==> config.mk <==
export PLATFORM = sky130hd
export DESIGN_NAME = jk_updown_counter
export DESIGN_NICKNAME = d
export VERILOG_FILES = /design/src/rtl/jk_updown_counter_pkg.sv /design/src/rtl/jk_updown_counter_jk_ff_cell.sv /design/src/rtl/jk_updown_counter.sv
export SDC_FILE = /design/constraint.sdc
export NUM_CORES = 1
export LEC_CHECK = 0
export CORE_AREA = 2 2 39 41
export DETAILED_ROUTE_END_ITERATION = 10
export DIE_AREA = 0 0 41 43
export DONT_BUFFER_PORTS = 1
export HOLD_SLACK_MARGIN = 0.1
export RECOVER_POWER = 50
export SLEW_MARGIN = 20
export SYNTH_ARGS = -nofsm -noshare
export SYNTH_HDL_FRONTEND = slang
export SYNTH_SLANG_ARGS = --single-unit
==> constraint.sdc <==
create_clock -name CLK -period 1.3 [get_ports CLK]
set_input_delay 0.26 -clock CLK [delete_from_list [all_inputs] [get_ports CLK]]
set_output_delay 0.26 -clock CLK [all_outputs]
set_load 0.02 [all_outputs]
==> src/rtl/jk_updown_counter_pkg.sv <==
// Shared JK mode encodings and the load-clamp helper for jk_updown_counter.
`timescale 1ns/1ps
package jk_updown_counter_pkg;

  // Encoded as {J,K}.
  typedef enum logic [1:0] {
    JK_HOLD = 2'b00,
    JK_RST  = 2'b01,
    JK_SET  = 2'b10,
    JK_TGL  = 2'b11
  } jk_mode_e;

  localparam int MAX_W = 16;

  // Out-of-range load values clamp to the top count (modulus-1).
  function automatic logic [MAX_W:0] clamp_load(input logic [MAX_W:0] d,
                                                input logic [MAX_W:0] modulus);
    return (d >= modulus) ? (modulus - 17'd1) : d;
  endfunction

endpackage

==> src/rtl/jk_updown_counter_jk_ff_cell.sv <==
// One-bit JK flip-flop cell with asynchronous active-low reset to 0.
`timescale 1ns/1ps
module jk_ff_cell
  import jk_updown_counter_pkg::*;
(
  input  logic J,
  input  logic K,
  input  logic CLK,
  input  logic RESET_N,
  output logic Q
);

  jk_mode_e w_mode;
  logic     r_q;

  assign w_mode = jk_mode_e'({J, K});
  assign Q      = r_q;

  always_ff @(posedge CLK or negedge RESET_N) begin
    if (!RESET_N) begin
      r_q <= 1'b0;
    end else begin
      case (w_mode)
        JK_HOLD: r_q <= r_q;
        JK_RST:  r_q <= 1'b0;
        JK_SET:  r_q <= 1'b1;
        JK_TGL:  r_q <= ~r_q;
        default: r_q <= r_q;
      endcase
    end
  end

endmodule

==> src/rtl/jk_updown_counter.sv <==
// Modulo-MOD up/down counter built from JK cells, with terminal count and wrap pulse.
// Build macro JK_CNT_SATURATE_EN: saturate at the ends instead of wrapping (WRAP stays 0).
`timescale 1ns/1ps
module jk_updown_counter
  import jk_updown_counter_pkg::*;
#(
  parameter int W   = 4,
  parameter int MOD = 10
) (
  input  logic         CLK,
  input  logic         RESET_N,
  input  logic         EN,
  input  logic         UP,
  input  logic         LOAD,
  input  logic [W-1:0] D,
  output logic [W-1:0] Q,
  output logic         TC,
  output logic         WRAP
);

  localparam logic [W-1:0] MAX_Q = W'(MOD - 1);

  wire  [W-1:0] w_q;
  wire  [W-1:0] w_j;
  wire  [W-1:0] w_k;
  logic [W-1:0] w_qn;
  logic [W-1:0] w_load_val;
  logic         w_force;
  logic         w_wrap_evt;
  logic         r_wrap;

  assign w_load_val = W'(clamp_load(17'(D), 17'(MOD)));

  always_comb begin
    w_qn       = w_q;
    w_force    = 1'b0;
    w_wrap_evt = 1'b0;
    if (LOAD) begin
      w_qn    = w_load_val;
      w_force = 1'b1;
    end else if (EN) begin
      if (UP) begin
        if (w_q == MAX_Q) begin
`ifdef JK_CNT_SATURATE_EN
          w_qn = w_q;
`else
          w_qn       = '0;
          w_force    = 1'b1;
          w_wrap_evt = 1'b1;
`endif
        end else begin
          w_qn = w_q + W'(1);
        end
      end else begin
        if (w_q == '0) begin
`ifdef JK_CNT_SATURATE_EN
          w_qn = w_q;
`else
          w_qn       = MAX_Q;
          w_force    = 1'b1;
          w_wrap_evt = 1'b1;
`endif
        end else begin
          w_qn = w_q - W'(1);
        end
      end
    end
  end

  // Normal steps toggle only the changing bits; wraps and loads set/reset every cell.
  for (genvar i = 0; i < W; i++) begin : g_cell
    assign w_j[i] = w_force ? w_qn[i]  : (w_qn[i] ^ w_q[i]);
    assign w_k[i] = w_force ? ~w_qn[i] : (w_qn[i] ^ w_q[i]);
    jk_ff_cell u_cell (
      .J      (w_j[i]),
      .K      (w_k[i]),
      .CLK    (CLK),
      .RESET_N(RESET_N),
      .Q      (w_q[i])
    );
  end

  always_ff @(posedge CLK or negedge RESET_N) begin
    if (!RESET_N) begin
      r_wrap <= 1'b0;
    end else begin
      r_wrap <= w_wrap_evt;
    end
  end

  assign Q    = w_q;
  assign TC   = UP ? (w_q == MAX_Q) : (w_q == '0);
  assign WRAP = r_wrap;

endmodule

==> impl_results.html <==
<table>
<tr><th>Metric</th><th>Value</th></tr>
<tr><th colspan="2">STA</th></tr>
<tr><td>Final Hold Viols</td><td>0</td></tr>
<tr><td>Period Utilization, post-route</td><td>1.14</td></tr>
<tr><td>Final setup TNS</td><td>-0.625 ns</td></tr>
<tr><td>Total setup violations reported at the end of the flow</td><td>5</td></tr>
<tr><td>Final Max Tran Viols</td><td>0</td></tr>
<tr><td>Min Tclk post-route</td><td>between 1 and 1.5 ns</td></tr>
<tr><td>Skew final</td><td>0.00195 ns</td></tr>
<tr><td>Peak Freq</td><td>672 MHz</td></tr>
<tr><td>Final worst setup slack</td><td>-0.187 ns</td></tr>
<tr><td>Relative max-transition margin</td><td>0.843</td></tr>
<tr><td>Worst-Margin Slew</td><td>about 0.24 ns</td></tr>
<tr><td>Unrepaired setup endpoints after global routing</td><td>yes</td></tr>
<tr><th colspan="2">Critical path</th></tr>
<tr><td>Delay of the slowest cell on the worst path</td><td>0.51 ns</td></tr>
<tr><td>Data required time at the worst endpoint</td><td>1.45 ns</td></tr>
<tr><td>Maximum fanout along the worst path</td><td>4</td></tr>
<tr><td>Arrival time at the worst endpoint</td><td>roughly 1.6 ns</td></tr>
<tr><td>Kind of end point of the critical path</td><td>register</td></tr>
<tr><td>Chain of cells forming the critical path</td><td>buf_6 -&gt; or4_4 -&gt; nor3_2 -&gt; a211oi_1 -&gt; a22oi_1</td></tr>
<tr><td>Kind of start point of the critical path</td><td>register</td></tr>
<tr><td>Slowest library cell on the worst path</td><td>sky130_fd_sc_hd__or4_4</td></tr>
<tr><td>Crit Path Category</td><td>register to register</td></tr>
<tr><th colspan="2">Synthesis</th></tr>
<tr><td>Synth warnings</td><td>0</td></tr>
<tr><td>Synthesized Nets</td><td>61</td></tr>
<tr><td>Synth Instances</td><td>52</td></tr>
<tr><td>FF+latch count, synth</td><td>5</td></tr>
<tr><td>Distinct cell type count after synthesis</td><td>29</td></tr>
<tr><td>Post-Synth XOR/XNOR Area</td><td>0.0402</td></tr>
<tr><td>Fraction of synthesized area in multiplexers</td><td>0</td></tr>
<tr><td>Post-Synth Simple-Gate Area</td><td>0.227</td></tr>
<tr><td>Per-instance average area after synthesis</td><td>between 8 and 9 sq um</td></tr>
<tr><td>Netlist Area Pre-Place</td><td>435 sq um</td></tr>
<tr><td>Dominant combinational cell family by area after synthesis</td><td>compound AO/OA/AOI/OAI gates</td></tr>
<tr><td>Compound-Gate Fraction of Synth Area</td><td>0.293</td></tr>
<tr><td>Area share of fa/ha/maj cells after synthesis</td><td>0</td></tr>
<tr><td>Sequential-to-total area share from yosys stat</td><td>0.287</td></tr>
<tr><th colspan="2">Cells and area</th></tr>
<tr><td>Antenna cells</td><td>0</td></tr>
<tr><td>Count of fill cells added during filler insertion</td><td>125</td></tr>
<tr><td>Area added between synthesis and finish</td><td>61.8%</td></tr>
<tr><td>Share of layout cells above drive strength 1</td><td>0.597</td></tr>
<tr><td>Register cell area after layout</td><td>129 sq um</td></tr>
<tr><td>Area of the multi-input gates</td><td>298 sq um</td></tr>
<tr><td>Number of nets at the end of the flow</td><td>82</td></tr>
<tr><th colspan="2">Global route</th></tr>
<tr><td>Tot GR Track Use</td><td>0.161</td></tr>
<tr><td>Global route overflow</td><td>0</td></tr>
<tr><td>Maximum number of pins on one net before global-route repair</td><td>10</td></tr>
<tr><td>Antenna violations before repair</td><td>0</td></tr>
<tr><td>Number of global-route vias before repair</td><td>439</td></tr>
<tr><td>Wire length of the first global-routing pass</td><td>just under 2 mm</td></tr>
<tr><th colspan="2">Floorplan</th></tr>
<tr><td>Initial cell density of the core</td><td>0.315</td></tr>
<tr><td>Standard-cell rows</td><td>14</td></tr>
<tr><td>Vertical extent of the die</td><td>43 microns</td></tr>
<tr><td># IOs</td><td>15</td></tr>
<tr><td>Area enclosed by the die boundary</td><td>1760 sq um</td></tr>
<tr><td>Floorplan Core Area</td><td>1380 sq um</td></tr>
<tr><td>Die width</td><td>41 microns</td></tr>
<tr><th colspan="2">Power</th></tr>
<tr><td>Leakage dissipation</td><td>0.000299 uW</td></tr>
<tr><td>Worst-case vdd ir drop</td><td>0.511 mV</td></tr>
<tr><td>Cell Pwr Density</td><td>975 nW/um^2</td></tr>
<tr><th colspan="2">Clocking</th></tr>
<tr><td>CTS sink count</td><td>5</td></tr>
<tr><td>Max Root-Sink Buffers</td><td>2</td></tr>
<tr><td>Root buf cell</td><td>sky130_fd_sc_hd__clkbuf_4</td></tr>
<tr><td>Level count of the clock H-tree</td><td>1</td></tr>
<tr><td>Worst skew pair latency</td><td>0.24 ns</td></tr>
<tr><td>Reg clk slew, reported paths</td><td>0.04 ns</td></tr>
<tr><td>Total CTS buffers</td><td>3</td></tr>
<tr><td>TritonCTS clock tree</td><td>built</td></tr>
<tr><th colspan="2">Detailed routing</th></tr>
<tr><td>Detailed-router iteration count before antenna repair</td><td>2</td></tr>
<tr><td>Number of design-rule violations left by the first detailed-router iteration</td><td>3</td></tr>
<tr><td>Final wirelength</td><td>between 1 and 1.5 mm</td></tr>
<tr><td>Per-cell via count in the routed design</td><td>5.27</td></tr>
<tr><td># DRC</td><td>0</td></tr>
<tr><td>Routed wirelength normalized by instance count</td><td>14.1 microns</td></tr>
<tr><td>Via Count</td><td>464</td></tr>
<tr><td>Antenna-violating nets left</td><td>0</td></tr>
<tr><th colspan="2">Flow run</th></tr>
<tr><td>Max capacitance violation total</td><td>0</td></tr>
<tr><th colspan="2">Min path</th></tr>
<tr><td>Path type of the worst min-delay path</td><td>primary input to register</td></tr>
<tr><th colspan="2">Outcome</th></tr>
<tr><td>Violations in the final reports</td><td>negative setup slack</td></tr>
<tr><td>Result of the run</td><td>finished, violations left</td></tr>
<tr><th colspan="2">Placement</th></tr>
<tr><td>Placement-stage worst setup slack</td><td>-0.116 ns</td></tr>
<tr><td>GP Congestion</td><td>0.864</td></tr>
<tr><td>Port Buffer Count</td><td>0</td></tr>
<tr><td>HPWL after DPL</td><td>840 microns</td></tr>
</table>
## worst max-delay path, delay by kind of cell, from the launching register on
family,cells,cell delay [ns]
compound gates,2,0.22
buf+inv,1,0.14
flops,1,0.41
simple gates,2,0.63
## where the power goes
group	leakage, uW	switching (uW)	internal [uW]
Sequential	0.0000582	30.0	174
Combinational	0.000225	128	172
Clock	0.0000150	66.9	116
Total	0.000299	225	462
## cell usage after synthesis
master | number | area [sq um]
sky130_fd_sc_hd__a211o_2 | 1 | 10.0
sky130_fd_sc_hd__a211oi_1 | 1 | 7.51
sky130_fd_sc_hd__a21oi_1 | 3 | 15.0
sky130_fd_sc_hd__a22o_1 | 1 | 8.76
sky130_fd_sc_hd__a22oi_1 | 2 | 15.0
sky130_fd_sc_hd__and2_1 | 1 | 6.26
sky130_fd_sc_hd__and3_2 | 1 | 7.51
sky130_fd_sc_hd__and4b_2 | 1 | 11.3
sky130_fd_sc_hd__buf_2 | 2 | 10.0
sky130_fd_sc_hd__buf_4 | 4 | 30.0
sky130_fd_sc_hd__buf_6 | 1 | 11.3
sky130_fd_sc_hd__clkbuf_1 | 1 | 3.75
sky130_fd_sc_hd__dfrtp_1 | 5 | 125
sky130_fd_sc_hd__inv_1 | 3 | 11.3
sky130_fd_sc_hd__nand2_1 | 1 | 3.75
sky130_fd_sc_hd__nand2b_1 | 2 | 12.5
sky130_fd_sc_hd__nand4b_1 | 1 | 8.76
sky130_fd_sc_hd__nor2_1 | 1 | 3.75
sky130_fd_sc_hd__nor2b_1 | 1 | 6.26
sky130_fd_sc_hd__nor3_1 | 2 | 10.0
sky130_fd_sc_hd__nor3_2 | 1 | 10.0
sky130_fd_sc_hd__nor3b_1 | 1 | 7.51
sky130_fd_sc_hd__o2111ai_1 | 1 | 8.76
sky130_fd_sc_hd__o21a_1 | 1 | 7.51
sky130_fd_sc_hd__o21ai_0 | 9 | 45.0
sky130_fd_sc_hd__o21ba_2 | 1 | 10.0
sky130_fd_sc_hd__or4_4 | 1 | 11.3
sky130_fd_sc_hd__xnor2_1 | 1 | 8.76
sky130_fd_sc_hd__xor2_1 | 1 | 8.76
## flip-flops by register name, indices dropped and copies added (netlist names)
register / cells
WRAP: 1
g_cell.u_cell.Q: 4
## repair_timing
item | in CTS | in global routing
hold buffers | 2 | 1
endpoints found under the setup margin | 6 | 7
endpoints found under the hold margin | 6 | 1
gates resized for setup | 11 | 17
pin swaps | 2 | 4
buffers inserted | 3 | 2
## worst paths after layout
check,cells after the start,slack [ns],start,to
setup / recovery,5,-0.19,g_cell[1].u_cell.Q,g_cell[2].u_cell.Q
hold / removal,1,0.12,LOAD,g_cell[0].u_cell.Q
setup reg to reg,5,-0.19,g_cell[1].u_cell.Q,g_cell[2].u_cell.Q
hold reg to reg,2,0.65,g_cell[2].u_cell.Q,g_cell[2].u_cell.Q
max in group asynchronous,1,0.78,RESET_N,g_cell[0].u_cell.Q
min in group asynchronous,1,0.31,RESET_N,WRAP
## layout make-up
| cell class | count | share of cell area |
|---|---|---|
| multi-input cells | 36 | 0.423 |
| repair buffers | 24 | 0.309 |
| flip-flops and latches | 5 | 0.183 |
| clock buffers | 4 | 0.0373 |
| well taps | 16 | 0.0284 |
| inverters | 3 | 0.0195 |
## layer usage
layer | GRT usage | share of wire | up-vias | wire length, microns
li1 | - | - | 225 | -
met1 | 0.178 | 0.39 | 227 | 480
met2 | 0.266 | 0.56 | 12 | 693
met3 | 0.0785 | 0.055 | 0 | 68
met4 | 0.0333 | 0 | 0 | 0
met5 | 0 | 0 | - | 0
## through the flow
step / util / total power (uW) / area [sq um] / instances / hold slack (ns)
after floorplan: - / 339 / 440 / 52 / -0.0356
after global placement: 0.380 / 404 / 526 / 76 / -0.0355
after detailed placement: 0.380 / 406 / 526 / 76 / -0.0355
after CTS: 0.455 / 641 / 629 / 85 / 0.106
after global routing: 0.509 / 734 / 704 / 88 / 0.119
final: 0.509 / 687 / 704 / 88 / 0.120
## cells by family (layout without fill, tap and decap cells)
logic type,Yosys count,after routing
AOI/OAI and AO/OA,20,20
xor gates and xnor gates,2,2
buffers and inverters,11,31
DFF,5,5
and+or+nand+nor,14,14
## cell usage in the layout, fill, tap and decap left out, types with 3 or more instances in the layout
master	count
sky130_fd_sc_hd__buf_4	13
sky130_fd_sc_hd__buf_6	8
sky130_fd_sc_hd__o21ai_0	5
sky130_fd_sc_hd__clkbuf_4	3
sky130_fd_sc_hd__dfrtp_2	3
sky130_fd_sc_hd__dlygate4sd3_1	3
Note: power is estimated with default switching activity, not from simulation.
